## config.mk

```make
export PLATFORM = sky130hd
export DESIGN_NAME = mem_port_arbiter
export DESIGN_NICKNAME = d
export VERILOG_FILES = /design/src/rtl/mem_port_arbiter.sv
export SDC_FILE = /design/constraint.sdc
export NUM_CORES = 1
export LEC_CHECK = 0
export BUFFER_PORTS_ARGS = -buffer_cell sky130_fd_sc_hd__buf_2
export CAP_MARGIN = 40
export CORE_MARGIN = 2
export CORE_UTILIZATION = 41
export DETAILED_ROUTE_END_ITERATION = 8
export GPL_ROUTABILITY_DRIVEN = 0
export PLACE_DENSITY = 0.75
export SETUP_SLACK_MARGIN = 0.1
export SYNTH_ARGS = -nofsm -noshare
export SYNTH_HDL_FRONTEND = slang
export SYNTH_SLANG_ARGS = --single-unit
```

## constraint.sdc

```tcl
create_clock -name clk -period 1.6 [get_ports clk]
set_input_delay 0.16 -clock clk [delete_from_list [all_inputs] [get_ports clk]]
set_output_delay 0.16 -clock clk [all_outputs]
set_load 0.005 [all_outputs]
```

## src/rtl/mem_port_arbiter.sv

```systemverilog
// Purpose: shares one single-ported, variable-latency memory between the core's
//   instruction fetch (F) and data access (M). Data has fixed priority over fetch.
// Latency: an access is accepted in IDLE, holds mem_req until mem_ready, and delivers its
//   result in the following DONE cycle. There is always one bubble (IDLE) between accesses.
// Backpressure: istall/dstall hold the requesting stage until its DONE cycle. The memory
//   side has no backpressure: mem_ready is a one-cycle completion pulse.
// Ports:
//   clk, reset           clock, synchronous active-high reset
//   PCF, IReqF           fetch address / level fetch request
//   InstrF, istall       fetched instruction / fetch-not-complete
//   ALUOutM, WriteDataM  data address / store data
//   MemWriteM, MemtoRegM store / load request (both set = store)
//   ReadDataM, dstall    load data / data-access-not-complete
//   mem_*                memory port (mem_rdata valid with mem_ready)
//   starve_cnt           saturating count of cycles fetch was blocked by data
// Option: define ARB_FETCH_BUF_EN for a one-entry fetch buffer that serves repeated
//   fetches of the last fetched address without a memory access.
module mem_port_arbiter #(
  parameter int ADDR_W = 32,
  parameter int DATA_W = 32,
  parameter int CNT_W  = 16
) (
  input  logic              clk,
  input  logic              reset,
  input  logic [ADDR_W-1:0] PCF,
  input  logic              IReqF,
  output logic [DATA_W-1:0] InstrF,
  output logic              istall,
  input  logic [ADDR_W-1:0] ALUOutM,
  input  logic [DATA_W-1:0] WriteDataM,
  input  logic              MemWriteM,
  input  logic              MemtoRegM,
  output logic [DATA_W-1:0] ReadDataM,
  output logic              dstall,
  output logic              mem_req,
  output logic              mem_we,
  output logic [ADDR_W-1:0] mem_addr,
  output logic [DATA_W-1:0] mem_wdata,
  input  logic [DATA_W-1:0] mem_rdata,
  input  logic              mem_ready,
  output logic [CNT_W-1:0]  starve_cnt
);

  typedef enum logic [2:0] {IDLE, DBUSY, DDONE, IBUSY, IDONE} state_t;

  state_t            state;
  state_t            nextState;
  logic              dreq;
  logic              fetchHit;
  logic [DATA_W-1:0] hitInstr;
  logic [ADDR_W-1:0] reqAddr;
  logic [DATA_W-1:0] reqWdata;
  logic              reqWe;
  logic [DATA_W-1:0] instrReg;
  logic [DATA_W-1:0] readReg;
  logic [CNT_W-1:0]  starveReg;
  logic              starveNow;

  assign dreq = MemWriteM | MemtoRegM;

`ifdef ARB_FETCH_BUF_EN
  logic              bufValid;
  logic [ADDR_W-1:0] bufTag;
  logic [DATA_W-1:0] bufInstr;

  // A hit is only taken where a normal fetch would be accepted, so data still wins.
  assign fetchHit = (state == IDLE) && !dreq && IReqF && bufValid && (bufTag == PCF);
  assign hitInstr = bufInstr;

  always_ff @(posedge clk) begin
    if (reset) begin
      bufValid <= 1'b0;
      bufTag   <= '0;
      bufInstr <= '0;
    end else if (state == IDONE) begin
      bufValid <= 1'b1;
      bufTag   <= reqAddr;
      bufInstr <= instrReg;
    end else if ((state == DDONE) && reqWe && (reqAddr == bufTag)) begin
      // A store to the buffered address makes the cached instruction stale.
      bufValid <= 1'b0;
    end
  end
`else
  assign fetchHit = 1'b0;
  assign hitInstr = '0;
`endif

  // State register
  always_ff @(posedge clk) begin
    if (reset) state <= IDLE;
    else       state <= nextState;
  end

  // Next-state logic; mem_ready is only meaningful in the BUSY states.
  always_comb begin
    nextState = state;
    case (state)
      IDLE: begin
        if (dreq)                     nextState = DBUSY;
        else if (IReqF && !fetchHit)  nextState = IBUSY;
      end
      DBUSY:   if (mem_ready) nextState = DDONE;
      DDONE:   nextState = IDLE;
      IBUSY:   if (mem_ready) nextState = IDONE;
      IDONE:   nextState = IDLE;
      default: nextState = IDLE;
    endcase
  end

  // Output logic
  always_comb begin
    mem_req = (state == DBUSY) || (state == IBUSY);
    mem_we  = mem_req && reqWe;
    dstall  = dreq && (state != DDONE);
    // A withdrawn fetch still completes, but istall follows IReqF so it reads 0.
    istall  = IReqF && (state != IDONE) && !fetchHit;
    InstrF  = fetchHit ? hitInstr : instrReg;
  end

  assign mem_addr   = reqAddr;
  assign mem_wdata  = reqWdata;
  assign ReadDataM  = readReg;
  assign starve_cnt = starveReg;

  // Fetch counts as starved while a data access owns the port, including the
  // IDLE cycle where data wins the arbitration.
  assign starveNow = IReqF && ((state == DBUSY) || (state == DDONE) ||
                               ((state == IDLE) && dreq));

  // Request register, result registers and starvation counter
  always_ff @(posedge clk) begin
    if (reset) begin
      reqAddr   <= '0;
      reqWdata  <= '0;
      reqWe     <= 1'b0;
      instrReg  <= '0;
      readReg   <= '0;
      starveReg <= '0;
    end else begin
      if (state == IDLE) begin
        if (dreq) begin
          reqAddr  <= ALUOutM;
          reqWdata <= WriteDataM;
          reqWe    <= MemWriteM;
        end else if (IReqF && !fetchHit) begin
          reqAddr <= PCF;
          reqWe   <= 1'b0;
        end
      end
      if ((state == DBUSY) && mem_ready && !reqWe) readReg <= mem_rdata;
      if ((state == IBUSY) && mem_ready)           instrReg <= mem_rdata;
      if (starveNow && (starveReg != {CNT_W{1'b1}}))
        starveReg <= starveReg + {{(CNT_W-1){1'b0}}, 1'b1};
    end
  end

endmodule

```

==> impl_metrics.prom <==
# TYPE chip_impl_metric gauge
chip_impl_info{name="outcome",value="finished with violations"} 1
chip_impl_info{name="violated_checks",value="setup timing"} 1
chip_impl_metric{name="synth-seq-cells",unit=""} 148
chip_impl_metric{name="hold_viol_final",unit=""} 0
chip_impl_metric{name="via_per_inst",unit=""} 5.40
chip_impl_metric{name="port_buffers",unit=""} 281
chip_impl_metric{name="floorplan.die_area",unit="sq um"} 15000
chip_impl_metric{name="final_report_setup_violation_count",unit=""} 5
chip_impl_metric{name="clock_sink_count",unit=""} 148
chip_impl_metric{name="numCtsBuffers",unit=""} 17
chip_impl_metric{name="final_area",unit="sq um"} 11000
chip_impl_metric{name="syn_area",unit="sq um"} 5740
chip_impl_metric{name="drtIter0Drc",unit=""} 400
chip_impl_info{name="rsz0062_at_grt",value="yes"} 1
chip_impl_metric{name="worst_slack",unit="ps"} -93.2
chip_impl_info{name="tritoncts",value="built"} 1
chip_impl_metric{name="yosysSeqAreaShare",unit=""} 0.516
chip_impl_info{name="largest_family_of_logic_cells_by_synthesized_area",value="simple AND/OR/NAND/NOR gates"} 1
chip_impl_metric{name="fp.coreArea",unit="sq um"} 13800
chip_impl_info{name="worst_path_max_delay_cell",value="sky130_fd_sc_hd__dfxtp_4"} 1
chip_impl_metric{name="total_number_of_nets_in_the_final_design",unit=""} 1273
chip_impl_info{name="busiest_layer",value="met2"} 1
chip_impl_metric{name="drt.antenna.violating_nets",unit=""} 0
chip_impl_info{name="clk_root_buffer_cell",value="sky130_fd_sc_hd__clkbuf_16"} 1
chip_impl_metric{name="core.rowCount",unit=""} 43
chip_impl_metric{name="drive_above_1_share",unit=""} 0.547
chip_impl_metric{name="syn_area_per_cell",unit="sq um"} 7.94
chip_impl_metric{name="critical_path_required",unit="ps"} 1910
chip_impl_info{name="timing.critical_path.mode_cell",value="sky130_fd_sc_hd__nand4_1"} 1
chip_impl_metric{name="clk-insertion-delay-late",unit="ps"} 420
chip_impl_metric{name="globalRouteOverflowTotal",unit=""} 0
chip_impl_metric{name="leakage_component_of_the_power",unit="uW"} 0.00484
chip_impl_metric{name="drv_cap",unit=""} 0
chip_impl_metric{name="synth_cell_types",unit=""} 36
chip_impl_metric{name="chipHeight",unit="um"} 122
chip_impl_metric{name="critical_path.max_fanout",unit=""} 4
chip_impl_metric{name="die_w",unit="um"} 122
chip_impl_metric{name="pwr_density",unit="nW/um^2"} 1030
chip_impl_metric{name="antenna_found_initial",unit=""} 1
chip_impl_metric{name="fmax",unit="MHz"} 591
chip_impl_metric{name="nFillCells",unit=""} 769
chip_impl_metric{name="synth_fa_ha_area_frac",unit=""} 0.00218
chip_impl_info{name="setup.worst_path.class",value="register to register"} 1
chip_impl_metric{name="timing.slew.headroom",unit=""} 0.431
chip_impl_metric{name="synth_compound_area_frac",unit=""} 0.178
chip_impl_metric{name="largest_net_degree_at_the_start_of_global_routing",unit=""} 52
chip_impl_info{name="mostFrequentLayoutCell",value="sky130_fd_sc_hd__buf_2"} 1
chip_impl_info{name="min_path_type",value="primary input to register"} 1
chip_impl_metric{name="synthSimpleGateAreaFrac",unit=""} 0.237
chip_impl_metric{name="globalRouteMet3Util",unit=""} 0.0706
chip_impl_info{name="crit_path_end_kind",value="register"} 1
chip_impl_metric{name="synthCells",unit=""} 723
chip_impl_metric{name="setup_tns",unit="ps"} -200
chip_impl_metric{name="post-dp-hpwl",unit="um"} 12000
chip_impl_metric{name="worst_slew_pin_slew",unit="ps"} 853
chip_impl_metric{name="floorplan.io_pins",unit=""} 282
chip_impl_metric{name="vdd.ir_drop.worst",unit="mV"} 0.771
chip_impl_metric{name="num_vias",unit=""} 7192
chip_impl_metric{name="global_route.usage.total",unit=""} 0.267
chip_impl_metric{name="area_growth_syn_to_layout",unit="%"} 92.0
chip_impl_metric{name="route.detailed.drc",unit=""} 0
chip_impl_metric{name="critical_path.max_stage_delay",unit="ps"} 360
chip_impl_info{name="critPathLaunchType",value="register"} 1
chip_impl_metric{name="finalCoreUtilization",unit=""} 0.800
chip_impl_metric{name="gr-usage-met2",unit=""} 0.464
chip_impl_metric{name="placement_stage_cell_area",unit="sq um"} 7640
chip_impl_metric{name="routed_wl",unit="um"} 25500
chip_impl_metric{name="clock_path_buffers",unit=""} 2
chip_impl_metric{name="synthesis.nets",unit=""} 858
chip_impl_metric{name="cp_data_arrival_time",unit="ps"} 2000
chip_impl_metric{name="number_of_global_route_vias_before_repair",unit=""} 6534
chip_impl_metric{name="muxShareOfSynthArea",unit=""} 0.00392
chip_impl_metric{name="grt_first_pass_wirelength",unit="um"} 31500
chip_impl_info{name="layout.cells.most_common_list",value="sky130_fd_sc_hd__buf_2 (278), sky130_fd_sc_hd__nand2_1 (148), sky130_fd_sc_hd__dfxtp_1 (139)"} 1
chip_impl_metric{name="yosys_warnings",unit=""} 0
chip_impl_metric{name="floorplan.initialDensity",unit=""} 0.417
chip_impl_metric{name="maxSlewViolCount",unit=""} 0
chip_impl_metric{name="routedWlPerCell",unit="um"} 19.1
chip_impl_metric{name="final_min_period_over_clock_period",unit=""} 1.06
chip_impl_metric{name="drt-pass1-iter-count",unit=""} 5
chip_impl_metric{name="global_route.usage.met1",unit=""} 0.296
chip_impl_metric{name="clk_pin_slew",unit="ps"} 70
chip_impl_metric{name="final.setup_skew",unit="ps"} 10.2
chip_impl_metric{name="post_synth_xor_area_fraction",unit=""} 0.0183
chip_impl_info{name="critical_path.cell_chain",value="nand4_1 > nor4_4 > buf_4 > nor2_2 > nand4_1 > mux2_4"} 1
chip_impl_metric{name="htree_num_levels",unit=""} 4
chip_impl_metric{name="layout_min_cycle_time",unit="ps"} 1690
## routing by layer
layer  vias up  share of wire
met5         -              0
met4         0          0.052
met3       108          0.073
met2       396           0.52
met1      3403           0.36
li1       3285              -
## layout make-up
| type | count | area (sq um) | share of cell area |
|---|---|---|---|
| Multi-Input combinational cell | 516 | 3830 | 0.347 |
| Inverter | 3 | 13.8 | 0.00125 |
| Antenna cell | 1 | 2.50 | 0.000227 |
| Tap cell | 180 | 225 | 0.0204 |
| Sequential cell | 148 | 2980 | 0.271 |
| Clock inverter | 10 | 143 | 0.0129 |
| Clock buffer | 22 | 484 | 0.0439 |
| Timing Repair Buffer | 452 | 3350 | 0.304 |
## timing repair
action,CTS,global route
hold buffers,88,0
pin swaps,16,154
gates resized for setup,33,313
endpoints found under the setup margin,144,95
cloned,4,11
setup buffers,9,17
endpoints found under the hold margin,119,0
## per-stage QoR
stage               hold slack, ps  instances  worst slack [ps]  total power [uW]
floorplan                      296        723              -191              4970
global placement               403       1172             -21.8              5700
detailed placement             407       1172             -94.1              5740
CTS                           3.45       1305             -37.4             10300
global route                  11.0       1332              -165             11700
finish                        17.8       1332             -93.2             11300
## state kept, by name, indices dropped and copies added, names as in the netlist
register and cells:
mem_wdata 32, InstrF 32, ReadDataM 32, reqWe 1, state 3, mem_addr 32
starve_cnt 16
## synthesized netlist by cell type (all sizes together)
cell	number	area, sq um
nand3	8	40.0
clkbuf	37	139
buf	19	106
nand4	8	50.1
nand4b	1	23.8
and2	2	12.5
a21boi	1	7.51
nor2b	4	25.0
and3	1	6.26
dfxtp	148	2960
nand2	231	867
a221oi	1	8.76
nor4b	1	8.76
o32a	1	10.0
inv	3	11.3
nor4	6	52.6
ha	1	12.5
o21ai	35	175
o2bb2ai	1	8.76
a311oi	33	289
nor3b	1	7.51
and4	1	8.76
or4	1	11.3
a2bb2oi	1	8.76
a21oi	99	495
nor2	55	206
xnor2	12	105
mux2	2	22.5
o21a	1	7.51
nor3	7	40.0
o31a	1	8.76
## where the power goes
part | internal (uW) | switching [uW] | total (uW)
clock network | 2630 | 1600 | 4240
registers | 3970 | 236 | 4210
logic | 1430 | 1460 | 2890
## critical path, delay by kind of cell (launching register included)
family,cells,cell delay [ps]
simple gates,4,720
mux,1,320
buf+inv,1,180
flops,1,360
## worst paths after layout
kind,from,endpoint,slack (ps),cells after the start
hold reg to reg,InstrF[18],InstrF[18],450,2
setup / recovery,starve_cnt[4],starve_cnt[15],-90,6
hold / removal,PCF[0],mem_addr[0],20,3
setup reg to reg,starve_cnt[4],starve_cnt[15],-90,6
## cells by family after synthesis
group,count (synthesis)
compound gates,174
simple gates,327
fa+ha+maj,1
buf+inv,59
xor+xnor,12
flops,148
mux,2
(Power assumes the default switching activity.)
